`src/rtl/draw_pkg.sv`:
```
// Shared drawing-path definitions: VGA framebuffer geometry, pixel field
// widths, the pixel bundle and the plot arbiter state encoding.
package draw_pkg;

  localparam int X_W     = 8;
  localparam int Y_W     = 7;
  localparam int COLOR_W = 3;

  // Visible area is 160x120; anything at or beyond these bounds is dropped.
  localparam logic [X_W-1:0] SCREEN_W = 8'd160;
  localparam logic [Y_W-1:0] SCREEN_H = 7'd120;

  typedef struct packed {
    logic [X_W-1:0]     x;
    logic [Y_W-1:0]     y;
    logic [COLOR_W-1:0] color;
  } pixel_t;

  typedef enum logic [1:0] {
    ST_IDLE  = 2'd0,
    ST_GRANT = 2'd1,
    ST_GAP   = 2'd2
  } arb_state_e;

endpackage

```
`src/rtl/plot_arbiter_if.sv`:
```
// Engine-side request/pixel bus plus the VGA pixel-write port.
//   req/pix_valid/pix_last : per-engine handshake (one bit per engine)
//   x_in/y_in/color_in     : per-engine pixel data, engine i in entry [i]
//   grant                  : one-hot burst grant back to the engines
//   x/y/color/plot         : registered write port toward vga_adapter
// master = drawing engines side, slave = arbiter.
interface plot_arbiter_if
  import draw_pkg::*;
#(
  parameter int N_REQ = 3
);
  logic [N_REQ-1:0]              req;
  logic [N_REQ-1:0]              pix_valid;
  logic [N_REQ-1:0]              pix_last;
  logic [N_REQ-1:0][X_W-1:0]     x_in;
  logic [N_REQ-1:0][Y_W-1:0]     y_in;
  logic [N_REQ-1:0][COLOR_W-1:0] color_in;
  logic [N_REQ-1:0]              grant;
  logic [X_W-1:0]                x;
  logic [Y_W-1:0]                y;
  logic [COLOR_W-1:0]            color;
  logic                          plot;

  modport master (
    output req, pix_valid, pix_last, x_in, y_in, color_in,
    input  grant, x, y, color, plot
  );

  modport slave (
    input  req, pix_valid, pix_last, x_in, y_in, color_in,
    output grant, x, y, color, plot
  );
endinterface

```
`src/rtl/plot_arbiter_rr_pick.sv`:
```
// Combinational round-robin picker.
//   req   : request vector
//   ptr   : index holding highest priority this round
//   win   : one-hot winner (first set bit at or after ptr, wrapping)
//   valid : at least one request present
module rr_pick #(
  parameter int N_REQ = 3,
  parameter int PW    = (N_REQ > 1) ? $clog2(N_REQ) : 1
) (
  input  logic [N_REQ-1:0] req,
  input  logic [PW-1:0]    ptr,
  output logic [N_REQ-1:0] win,
  output logic             valid
);

  logic [PW-1:0] idx;

  always_comb begin
    win   = '0;
    valid = 1'b0;
    idx   = '0;
    for (int i = 0; i < N_REQ; i++) begin
      idx = PW'((int'(ptr) + i) % N_REQ);
      if (!valid && req[idx]) begin
        win[idx] = 1'b1;
        valid    = 1'b1;
      end
    end
  end

endmodule

```
`src/rtl/plot_arbiter.sv`:
```
// Round-robin burst arbiter for the single vga_adapter pixel-write port.
//   clock       : system clock
//   reset       : synchronous, active-low
//   bus         : engine handshake/pixel bus and VGA write port (slave)
//   busy        : state is GRANT or GAP
//   timeout_err : sticky, set when a burst is force-released at MAX_BURST
// Engines hold req for a whole burst; the granted engine streams one pixel
// per cycle, which appears on the VGA port exactly one cycle later.
module plot_arbiter
  import draw_pkg::*;
#(
  parameter int N_REQ     = 3,
  parameter int MAX_BURST = 19200
) (
  input  logic            clock,
  input  logic            reset,
  plot_arbiter_if.slave   bus,
  output logic            busy,
  output logic            timeout_err
);

  localparam int PW = (N_REQ > 1) ? $clog2(N_REQ) : 1;
  localparam int CW = $clog2(MAX_BURST + 1);

  arb_state_e       state, state_nxt;
  logic [PW-1:0]    ptr, ptr_nxt;
  logic [PW-1:0]    gidx, gidx_nxt;
  logic [CW-1:0]    cnt, cnt_nxt;
  logic [N_REQ-1:0] grant_q, grant_nxt;
  pixel_t           pix_q, pix_nxt;
  logic             plot_q, plot_nxt;
  logic             err_q, err_nxt;
  logic             busy_q, busy_nxt;

  logic [N_REQ-1:0] pick_win;
  logic             pick_valid;
  logic [PW-1:0]    pick_idx;

  logic             g_valid, g_last, g_req, onscreen, fin;
  pixel_t           g_pix;

  rr_pick #(.N_REQ(N_REQ), .PW(PW)) u_pick (
    .req   (bus.req),
    .ptr   (ptr),
    .win   (pick_win),
    .valid (pick_valid)
  );

  always_comb begin
    pick_idx = '0;
    for (int i = 0; i < N_REQ; i++)
      if (pick_win[i]) pick_idx = PW'(i);
  end

  // Only the granted engine's lanes are looked at.
  assign g_valid  = bus.pix_valid[gidx];
  assign g_last   = bus.pix_last[gidx];
  assign g_req    = bus.req[gidx];
  assign g_pix    = '{x: bus.x_in[gidx], y: bus.y_in[gidx], color: bus.color_in[gidx]};
  assign onscreen = (g_pix.x < SCREEN_W) && (g_pix.y < SCREEN_H);

  always_comb begin
    state_nxt = state;
    ptr_nxt   = ptr;
    gidx_nxt  = gidx;
    cnt_nxt   = cnt;
    grant_nxt = grant_q;
    pix_nxt   = pix_q;
    plot_nxt  = 1'b0;
    err_nxt   = err_q;
    fin       = 1'b0;

    case (state)
      ST_IDLE: begin
        if (pick_valid) begin
          state_nxt = ST_GRANT;
          grant_nxt = pick_win;
          gidx_nxt  = pick_idx;
          cnt_nxt   = '0;
        end
      end

      ST_GRANT: begin
        pix_nxt  = g_pix;
        // Off-screen pixels are swallowed but still consume burst budget.
        plot_nxt = g_valid & onscreen;
        if (g_valid) cnt_nxt = cnt + CW'(1);

        // last beats the length limit, which beats abandonment.
        if (g_valid && g_last) begin
          fin = 1'b1;
        end else if (g_valid && cnt == CW'(MAX_BURST - 1)) begin
          fin     = 1'b1;
          err_nxt = 1'b1;
        end else if (!g_valid && !g_req) begin
          fin = 1'b1;
        end

        if (fin) begin
          state_nxt = ST_GAP;
          grant_nxt = '0;
          ptr_nxt   = PW'((int'(gidx) + 1) % N_REQ);
        end
      end

      ST_GAP: begin
        state_nxt = ST_IDLE;
      end

      default: begin
        state_nxt = ST_IDLE;
        grant_nxt = '0;
      end
    endcase
  end

  // Registered so busy tracks the state register exactly.
  assign busy_nxt = (state_nxt != ST_IDLE);

  always_ff @(posedge clock) begin
    if (!reset) begin
      state   <= ST_IDLE;
      ptr     <= '0;
      gidx    <= '0;
      cnt     <= '0;
      grant_q <= '0;
      pix_q   <= '0;
      plot_q  <= 1'b0;
      err_q   <= 1'b0;
      busy_q  <= 1'b0;
    end else begin
      state   <= state_nxt;
      ptr     <= ptr_nxt;
      gidx    <= gidx_nxt;
      cnt     <= cnt_nxt;
      grant_q <= grant_nxt;
      pix_q   <= pix_nxt;
      plot_q  <= plot_nxt;
      err_q   <= err_nxt;
      busy_q  <= busy_nxt;
    end
  end

  assign bus.grant   = grant_q;
  assign bus.x       = pix_q.x;
  assign bus.y       = pix_q.y;
  assign bus.color   = pix_q.color;
  assign bus.plot    = plot_q;
  assign busy        = busy_q;
  assign timeout_err = err_q;

endmodule

```
`src/flat_wrapper.sv`:
```
// flat-port wrapper written by rule: the top's interface ports become plain ports
module plot_arbiter_flat import draw_pkg::*;
#(
  parameter int N_REQ     = 3,
  parameter int MAX_BURST = 19200
)
  (clock, reset, busy, timeout_err, bus_req, bus_pix_valid, bus_pix_last, bus_x_in, bus_y_in, bus_color_in, bus_grant, bus_x, bus_y, bus_color, bus_plot);
  plot_arbiter_if #(.N_REQ(N_REQ)) bus_i ();
  input  logic clock;
  input  logic reset;
  output logic busy;
  output logic timeout_err;
  input wire logic [$bits(bus_i.req)-1:0] bus_req;
  input wire logic [$bits(bus_i.pix_valid)-1:0] bus_pix_valid;
  input wire logic [$bits(bus_i.pix_last)-1:0] bus_pix_last;
  input wire logic [$bits(bus_i.x_in)-1:0] bus_x_in;
  input wire logic [$bits(bus_i.y_in)-1:0] bus_y_in;
  input wire logic [$bits(bus_i.color_in)-1:0] bus_color_in;
  output wire logic [$bits(bus_i.grant)-1:0] bus_grant;
  output wire logic [$bits(bus_i.x)-1:0] bus_x;
  output wire logic [$bits(bus_i.y)-1:0] bus_y;
  output wire logic [$bits(bus_i.color)-1:0] bus_color;
  output wire logic [$bits(bus_i.plot)-1:0] bus_plot;
  assign bus_i.req = bus_req;
  assign bus_i.pix_valid = bus_pix_valid;
  assign bus_i.pix_last = bus_pix_last;
  assign bus_i.x_in = bus_x_in;
  assign bus_i.y_in = bus_y_in;
  assign bus_i.color_in = bus_color_in;
  assign bus_grant = bus_i.grant;
  assign bus_x = bus_i.x;
  assign bus_y = bus_i.y;
  assign bus_color = bus_i.color;
  assign bus_plot = bus_i.plot;
  plot_arbiter #(.N_REQ(N_REQ), .MAX_BURST(MAX_BURST)) u_core (.clock(clock), .reset(reset), .bus(bus_i), .busy(busy), .timeout_err(timeout_err));
endmodule
```
`config.mk`:
```
export PLATFORM = sky130hd
export DESIGN_NAME = plot_arbiter_flat
export DESIGN_NICKNAME = d
export VERILOG_FILES = /design/src/rtl/draw_pkg.sv /design/src/rtl/plot_arbiter_if.sv /design/src/rtl/plot_arbiter_rr_pick.sv /design/src/rtl/plot_arbiter.sv /design/src/flat_wrapper.sv
export SDC_FILE = /design/constraint.sdc
export NUM_CORES = 1
export LEC_CHECK = 0
export CORE_UTILIZATION = 42
export DETAILED_ROUTE_END_ITERATION = 6
export PLACE_DENSITY_LB_ADDON = 0.3
export SLEW_MARGIN = 20
export SYNTH_ARGS = -nofsm -noshare
export SYNTH_HDL_FRONTEND = slang
export SYNTH_HIERARCHICAL = 1
export SYNTH_SLANG_ARGS = --single-unit
```
`constraint.sdc`:
```
create_clock -name clock -period 2.86 [get_ports clock]
set_clock_uncertainty 0.2 [all_clocks]
set_input_delay 0.572 -clock clock [delete_from_list [all_inputs] [get_ports clock]]
set_output_delay 0.572 -clock clock [all_outputs]
set_load 0.02 [all_outputs]
```
==> results of run 1 <==
synth_stat cells, drive strengths merged (10+ instances only):
| cell type | n | area share (%) |
|---|---|---|
| mux2i | 25 | 9.4 |
| inv | 10 | 1.4 |
| a21oi | 20 | 3.9 |
| o211ai | 12 | 3.4 |
| o21ai | 19 | 3.6 |
| dfxtp | 45 | 34 |
| nand2 | 36 | 5.1 |
| nor2 | 26 | 3.7 |
| o211a | 12 | 4.5 |
| clkbuf | 11 | 1.6 |
per-stage QoR:
| step | hold WS (ns) | utilization [%] | instances | cell area [um^2] |
|---|---|---|---|---|
| 3_3_place_gp | 0.263 | 61.2 | 482 | 3690 |
| 2_1_floorplan | 0.248 | - | 320 | 2660 |
| 4_1_cts | 0.292 | 63.0 | 490 | 3800 |
| 6_report | 0.288 | 63.3 | 490 | 3810 |
| 5_1_grt | 0.316 | 63.3 | 490 | 3810 |
| 3_5_place_dp | 0.278 | 61.2 | 482 | 3690 |
worst max path at each step:
stage | endpoint | slack (ns) | cells after the start
6_report | u_core/cnt[9] | 0.20 | 11
5_1_grt | u_core/cnt[13] | 0.03 | 12
3_5_place_dp | u_core/cnt[7] | -0.18 | 11
2_1_floorplan | u_core/cnt[4] | 0.10 | 14
3_3_place_gp | u_core/cnt[11] | -0.10 | 11
4_1_cts | u_core/cnt[9] | 0.07 | 11
worst reg2reg max path: stages, from the launching register on:
cell and delay [ns]:
dfxtp_2 0.37, inv_1 0.07, ha_2 0.33, buf_4 0.16
o21ai_0 0.21, or2_1 0.16, nand2b_1 0.10, nor2_2 0.14
a21oi_2 0.06, buf_12 0.16, or4_1 0.49, a21oi_1 0.15
cell families after synthesis:
kind of cell    count (synthesis)  share of synthesized area, %
compound gates                 89                          23.4
xor+xnor                        2                         0.659
fa+ha+maj                       6                          2.82
buf+inv                        30                          5.41
flops                          45                          33.9
mux                            26                          9.83
simple gates                  122                          24.0
flip-flops by register name (all words and copies together), names as in the netlist, 2 cells and up:
signal            cells
u_core/cnt           15
u_core/bus.y          7
u_core/bus.grant      3
u_core/state          2
u_core/gidx           2
u_core/ptr            2
u_core/bus.x          8
u_core/bus.color      3
area by class of cell:
cell class	instances	share of cell area, %
flip-flops and latches	45	23.7
well taps	75	2.46
clock buffers	5	1.80
repair buffers	107	27.2
multi-input cells	245	42.7
inverters	10	0.984
clock inverters	3	1.15
layer usage:
layer	GRT usage [%]	wire length, um	vias to the layer above
met2	37.3	3290	114
met3	7.67	567	8
met4	7.54	88	0
li1	-	-	1354
met5	0	0	-
met1	27.2	2970	1252
what timing repair did:
item,CTS,global route
setup endpoints to repair,0,20
setup buffers,0,0
gates resized for setup,0,8
hold endpoints to repair,0,0
report_power, final:
part	total, uW	internal [uW]	switching, uW
Combinational	1530	730	803
Clock	494	262	232
Sequential	871	768	103
Total	2900	1760	1140
==> out/metrics.csv, run 1 <==
stage;metric;value;unit
status;status;finished clean;
logic_synthesis;syn_nets;391;
timing;final hold viol count;0;
drt;initial DRC count;186;
global_routing;largest net degree at the start of global routing;33;
worst_setup_path;Top delay family on crit path;simple AND/OR/NAND/NOR gates;
floorplan;Die Y;81.6;um
layout;area growth from synthesis to layout;43.4;%
timing;TNS Setup;0;ns
drt;ANT nets after route;0;
timing;Slew HR;60.0;%
logic_synthesis;async set or reset register ratio after synthesis;0;%
global_routing;antenna violations before repair;0;
clock_tree;Clock Sinks;45;
timing;PnR worst setup slack;0.201;ns
clock_tree;clk buf depth;2;
worst_hold_path;WHS Endpoint;u_core/cnt[14];
drt;vias per cell;5.57;
global_routing;GRT Total Usage;22.5;%
worst_setup_path;CP required;2.90;ns
logic_synthesis;Post-synth EDFFs;0;
logic_synthesis;synthesized area per cell;8.31;um^2
drt;final WL;6910;um
placed_design;gpl congestion;0.868;
placed_design;detailed placement HPWL;5280;um
clock_tree;Clock Tree Root;clkbuf_8;
floorplan;row cnt;28;
power;Worst IR Drop VDD;0.487;mV
worst_setup_path;buffers and inverters on the worst path;3;
timing;Final Setup Violations;0;
layout;sequential cell area;903;um^2
worst_hold_path;worst hold start;u_core/cnt[14];
layout;Filler Cells Inserted;547;
logic_synthesis;Ys Warns;6;
worst_setup_path;Critical R2R Launch;u_core/ptr[0];
clock_tree;htree depth;2;
worst_setup_path;crit path launch type;register;
drt;routed wire length per instance;14.1;um
clock_tree;Worst-path clk slew;0.09;ns
logic_synthesis;#FFs+latches synth;45;
layout;Multi-input gate area;1630;um^2
timing;Slew Viols, Final;0;
placed_design;pre-CTS setup slack;-0.183;ns
layout;Nets;485;
power;leakage power;0.00140;uW
worst_setup_path;slowest cell delay on critical path;0.49;ns
power;PnR Total Power;2900;uW
layout;layout cells sized above 1;10.8;%
floorplan;core area;6030;um^2
worst_setup_path;CP Launch Point;u_core/ptr[0];
clock_tree;Hold-fix buffers, CTS;0;
layout;# diodes;0;
drt;DRC violation count after routing;0;
worst_hold_path;Min-Delay Path Depth;2;
worst_hold_path;Hold WC Path Type;reg -> reg;
floorplan;IO Count;89;
global_routing;first-pass GRT wire length;11500;um
worst_setup_path;WS Path Type;reg -> reg;
job;Max-cap violations;0;
worst_setup_path;worst reg2reg path depth;11;
worst_setup_path;worst reg2reg setup slack;0.20;ns
timing;worst-margin pin slew;0.596;ns
floorplan;Initial Util;44.1;%
worst_setup_path;CP max stage cell;or4_1;
logic_synthesis;sequential fraction of the synthesis area;33.9;%
timing;Achievable Freq;376;MHz
power;PwrDens;760;nW/um^2
worst_setup_path;R2R Path End;u_core/cnt[9];
layout;most frequent cells in the layout;clkdlybuf4s50_1, dfxtp_1, nand2_1;
timing;RSZ-0062 raised after global routing;false;
drt;vias after detailed routing;2728;
logic_synthesis;Top FF cell, synth;dfxtp_1;
logic_synthesis;Post-Syn Area;2660;um^2
floorplan;die area;6660;um^2
worst_setup_path;Crit. End Element;register;
timing;Final period util;93.0;%
logic_synthesis;Syn Inst Count;320;
clock_tree;TritonCTS clock tree;built;
placed_design;Port Buffers;88;
floorplan;die width;81.6;um
clock_tree;clock insertion delay at the later pin of the skew report;0.30;ns
global_routing;vias in the first global route;2540;
worst_setup_path;Crit path arrival time;2.70;ns
clock_tree;CTS Buf Count;5;
worst_setup_path;CP max FO;23;
layout;commonest non-fill, non-tap cell in the layout;clkdlybuf4s50_1;
logic_synthesis;Synth cell types;51;
drt;DRT Pass-1 Iters;5;
worst_setup_path;worst path cell trace;inv_1 > ha_2 > buf_4 > o21ai_0 > or2_1 > nand2b_1 > nor2_2 > a21oi_2 > buf_12 > or4_1 > a21oi_1;
timing;Final min period;2.66;ns
global_routing;GRT Residual Overflow;0;
Note: power is estimated with default switching activity, not from simulation.
==> run 2, diff against run 1 <==
PLACE_DENSITY_LB_ADDON = 0.05   (was 0.3)
==> out/metrics.csv, run 2 (synthesis gave the netlist of run 1 again) <==
stage;metric;value;unit;change
power;PnR Total Power;2890;uW;was 2900 uW
worst_setup_path;CP max stage cell;clkdlybuf4s50_1;;was or4_1
timing;RSZ-0062 raised after global routing;false;;unchanged
power;Sw Ratio;39.2;%;was 39.3%
worst_setup_path;CP max FO;23;;unchanged
drt;initial DRC count;103;;was 186
placed_design;gpl congestion;0.830;;was 0.868
drt;vias after detailed routing;2686;;was 2728
floorplan;core area;6030;um^2;unchanged
placed_design;dpl cell area;3670;um^2;was 3690 um^2
clock_tree;clk buf depth;2;;unchanged
power;switching power;1140;uW;about the same
timing;Slew HR;64.9;%;was 60.0%
layout;area growth from synthesis to layout;43.1;%;was 43.4%
floorplan;die area;6660;um^2;unchanged
worst_setup_path;Top delay family on crit path;simple AND/OR/NAND/NOR gates;;unchanged
worst_setup_path;Crit. End Element;register;;unchanged
power;Clock Power Share;16.7;%;was 17.0%
timing;final hold viol count;0;;unchanged
floorplan;die width;81.6;um;unchanged
floorplan;row cnt;28;;unchanged
drt;routed wire length per instance;14.1;um;about the same
clock_tree;Clock Tree Root;clkbuf_8;;unchanged
worst_setup_path;worst path cell trace;clkdlybuf4s50_1 > nand2b_1 > a21oi_2 > or3_1 > or2_1 > nand2b_1 > nor2_2 > a21oi_2 > buf_12 > or4_1 > a21oi_1;;was inv_1 > ha_2 > buf_4 > o21ai_0 > or2_1 > nand2b_1 > nor2_2 > a21oi_2 > buf_12 > or4_1 > a21oi_1
job;Max-cap violations;0;;unchanged
worst_setup_path;Crit path arrival time;2.73;ns;was 2.70 ns
global_routing;GRT Residual Overflow;0;;unchanged
global_routing;first-pass GRT wire length;11500;um;about the same
clock_tree;TritonCTS clock tree;built;;unchanged
timing;Final period util;94.5;%;was 93.0%
layout;max FFs per register;15;;unchanged
layout;Reg with most FFs;u_core/cnt;;unchanged
clock_tree;CTS Buf Count;5;;unchanged
global_routing;antenna violations before repair;0;;unchanged
global_routing;largest net degree at the start of global routing;33;;unchanged
timing;worst-margin pin slew;0.526;ns;was 0.596 ns
power;PwrDens;760;nW/um^2;about the same
power;Int Power;1760;uW;about the same
worst_setup_path;crit path launch type;input port;;was register
clock_tree;Clock Sinks;45;;unchanged
power;Comb pwr share;53.3;%;was 52.9%
layout;fin area;3810;um^2;about the same
clock_tree;clock insertion delay at the later pin of the skew report;0.30;ns;about the same
layout;Nets;483;;was 485
clock_tree;Setup Fix Bufs, Post-CTS;0;;unchanged
layout;layout cells sized above 1;9.93;%;was 10.8%
status;status;finished clean;;unchanged
worst_setup_path;buffers and inverters on the worst path;2;;was 3
worst_setup_path;CP required;2.89;ns;was 2.90 ns
worst_setup_path;slowest cell delay on critical path;0.51;ns;was 0.49 ns
placed_design;detailed placement HPWL;5170;um;was 5280 um
power;leakage power;0.00139;uW;was 0.00140 uW
layout;most frequent cells in the layout;clkdlybuf4s50_1, dfxtp_1, nand2_1;;unchanged
layout;# diodes;0;;unchanged
placed_design;Port Buffers;88;;unchanged
timing;Final Setup Violations;0;;unchanged
global_routing;vias in the first global route;2550;;was 2540
power;Flop pwr share;30.0;%;was 30.1%
timing;Slew Viols, Final;0;;unchanged
timing;Final min period;2.70;ns;was 2.66 ns
timing;Achievable Freq;370;MHz;was 376 MHz
drt;DRT Pass-1 Iters;4;;was 5
worst_hold_path;Hold WC Path Type;reg -> reg;;unchanged
power;Worst IR Drop VDD;0.488;mV;was 0.487 mV
floorplan;IO Count;89;;unchanged
global_routing;GRT Total Usage;22.0;%;was 22.5%
drt;DRC violation count after routing;0;;unchanged
clock_tree;htree depth;2;;unchanged
worst_setup_path;WS Path Type;in -> reg;;was reg -> reg
floorplan;Initial Util;44.1;%;unchanged
clock_tree;Worst-path clk slew;0.09;ns;about the same
layout;Filler Cells Inserted;560;;was 547
drt;vias per cell;5.50;;was 5.57
drt;ANT nets after route;0;;unchanged
drt;final WL;6890;um;was 6910 um
floorplan;Die Y;81.6;um;unchanged
layout;commonest non-fill, non-tap cell in the layout;clkdlybuf4s50_1;;unchanged
## run 2: final cells by class
class | count | area [um^2] | area share [%]
Sequential cell | 45 | 902 | 23.7
Multi-Input combinational cell | 245 | 1640 | 43.0
Clock inverter | 2 | 38.8 | 1.02
Inverter | 10 | 37.5 | 0.986
Tap cell | 75 | 93.8 | 2.46
Clock buffer | 6 | 72.6 | 1.91
Timing Repair Buffer | 105 | 1020 | 26.9
## run 2: routing by layer
layer | GRT usage [%] | up-vias | wire (um)
met4 | 6.32 | 0 | 68
met5 | 0 | - | 0
met1 | 26.7 | 1235 | 3150
li1 | - | 1357 | -
met2 | 37.1 | 88 | 3190
met3 | 7.11 | 6 | 479
## run 2: repair_timing
| item | in CTS | in global routing |
|---|---|---|
| hold buffers | 0 | 0 |
| setup endpoints to repair | 0 | 16 |
| gates resized for setup | 0 | 8 |
## run 2: worst reg2reg max path, delay by kind of cell (launching register included)
kind | cells | cell delay (ns)
AO/OA/AOI/OAI | 3 | 0.39
adder cells (fa/ha/maj) | 1 | 0.22
buffers and inverters | 2 | 0.23
flip-flops | 1 | 0.38
AND/OR/NAND/NOR | 6 | 1.21
## run 2: worst paths after layout
check                     startpoint            endpoint  slack (ns)  depth (start not counted)
hold / removal    u_core/timeout_err  u_core/timeout_err        0.27                          1
setup / recovery          bus_req[0]      u_core/cnt[13]        0.16                         11
setup reg to reg       u_core/ptr[1]      u_core/cnt[13]        0.20                         12
hold reg to reg   u_core/timeout_err  u_core/timeout_err        0.27                          1
## run 2: through the flow
step	setup TNS, ns	util (%)	setup slack [ns]	hold slack, ns	std cells
finish	0	63.2	0.157	0.270	488
global route	0	63.2	0.00988	0.299	488
CTS	0	62.8	0.0787	0.271	488
detailed placement	-1.58	60.9	-0.182	0.252	480
global placement	-0.504	60.9	-0.0756	0.249	480
floorplan	0	-	0.104	0.248	320
## run 2: power by group through the flow
stage	sequential [uW]	clock [uW]	combinational, uW
6_report	870	483	1540
5_1_grt	889	518	1680
4_1_cts	868	497	1520
3_5_place_dp	880	0	1510
3_3_place_gp	875	0	1510
2_1_floorplan	995	0	815
==> run 3, diff against run 2 <==
SLEW_MARGIN = default   (was 20)
==> results of run 3 <==
Same layout as run 2: the final DEF is identical, and so are final timing and power.
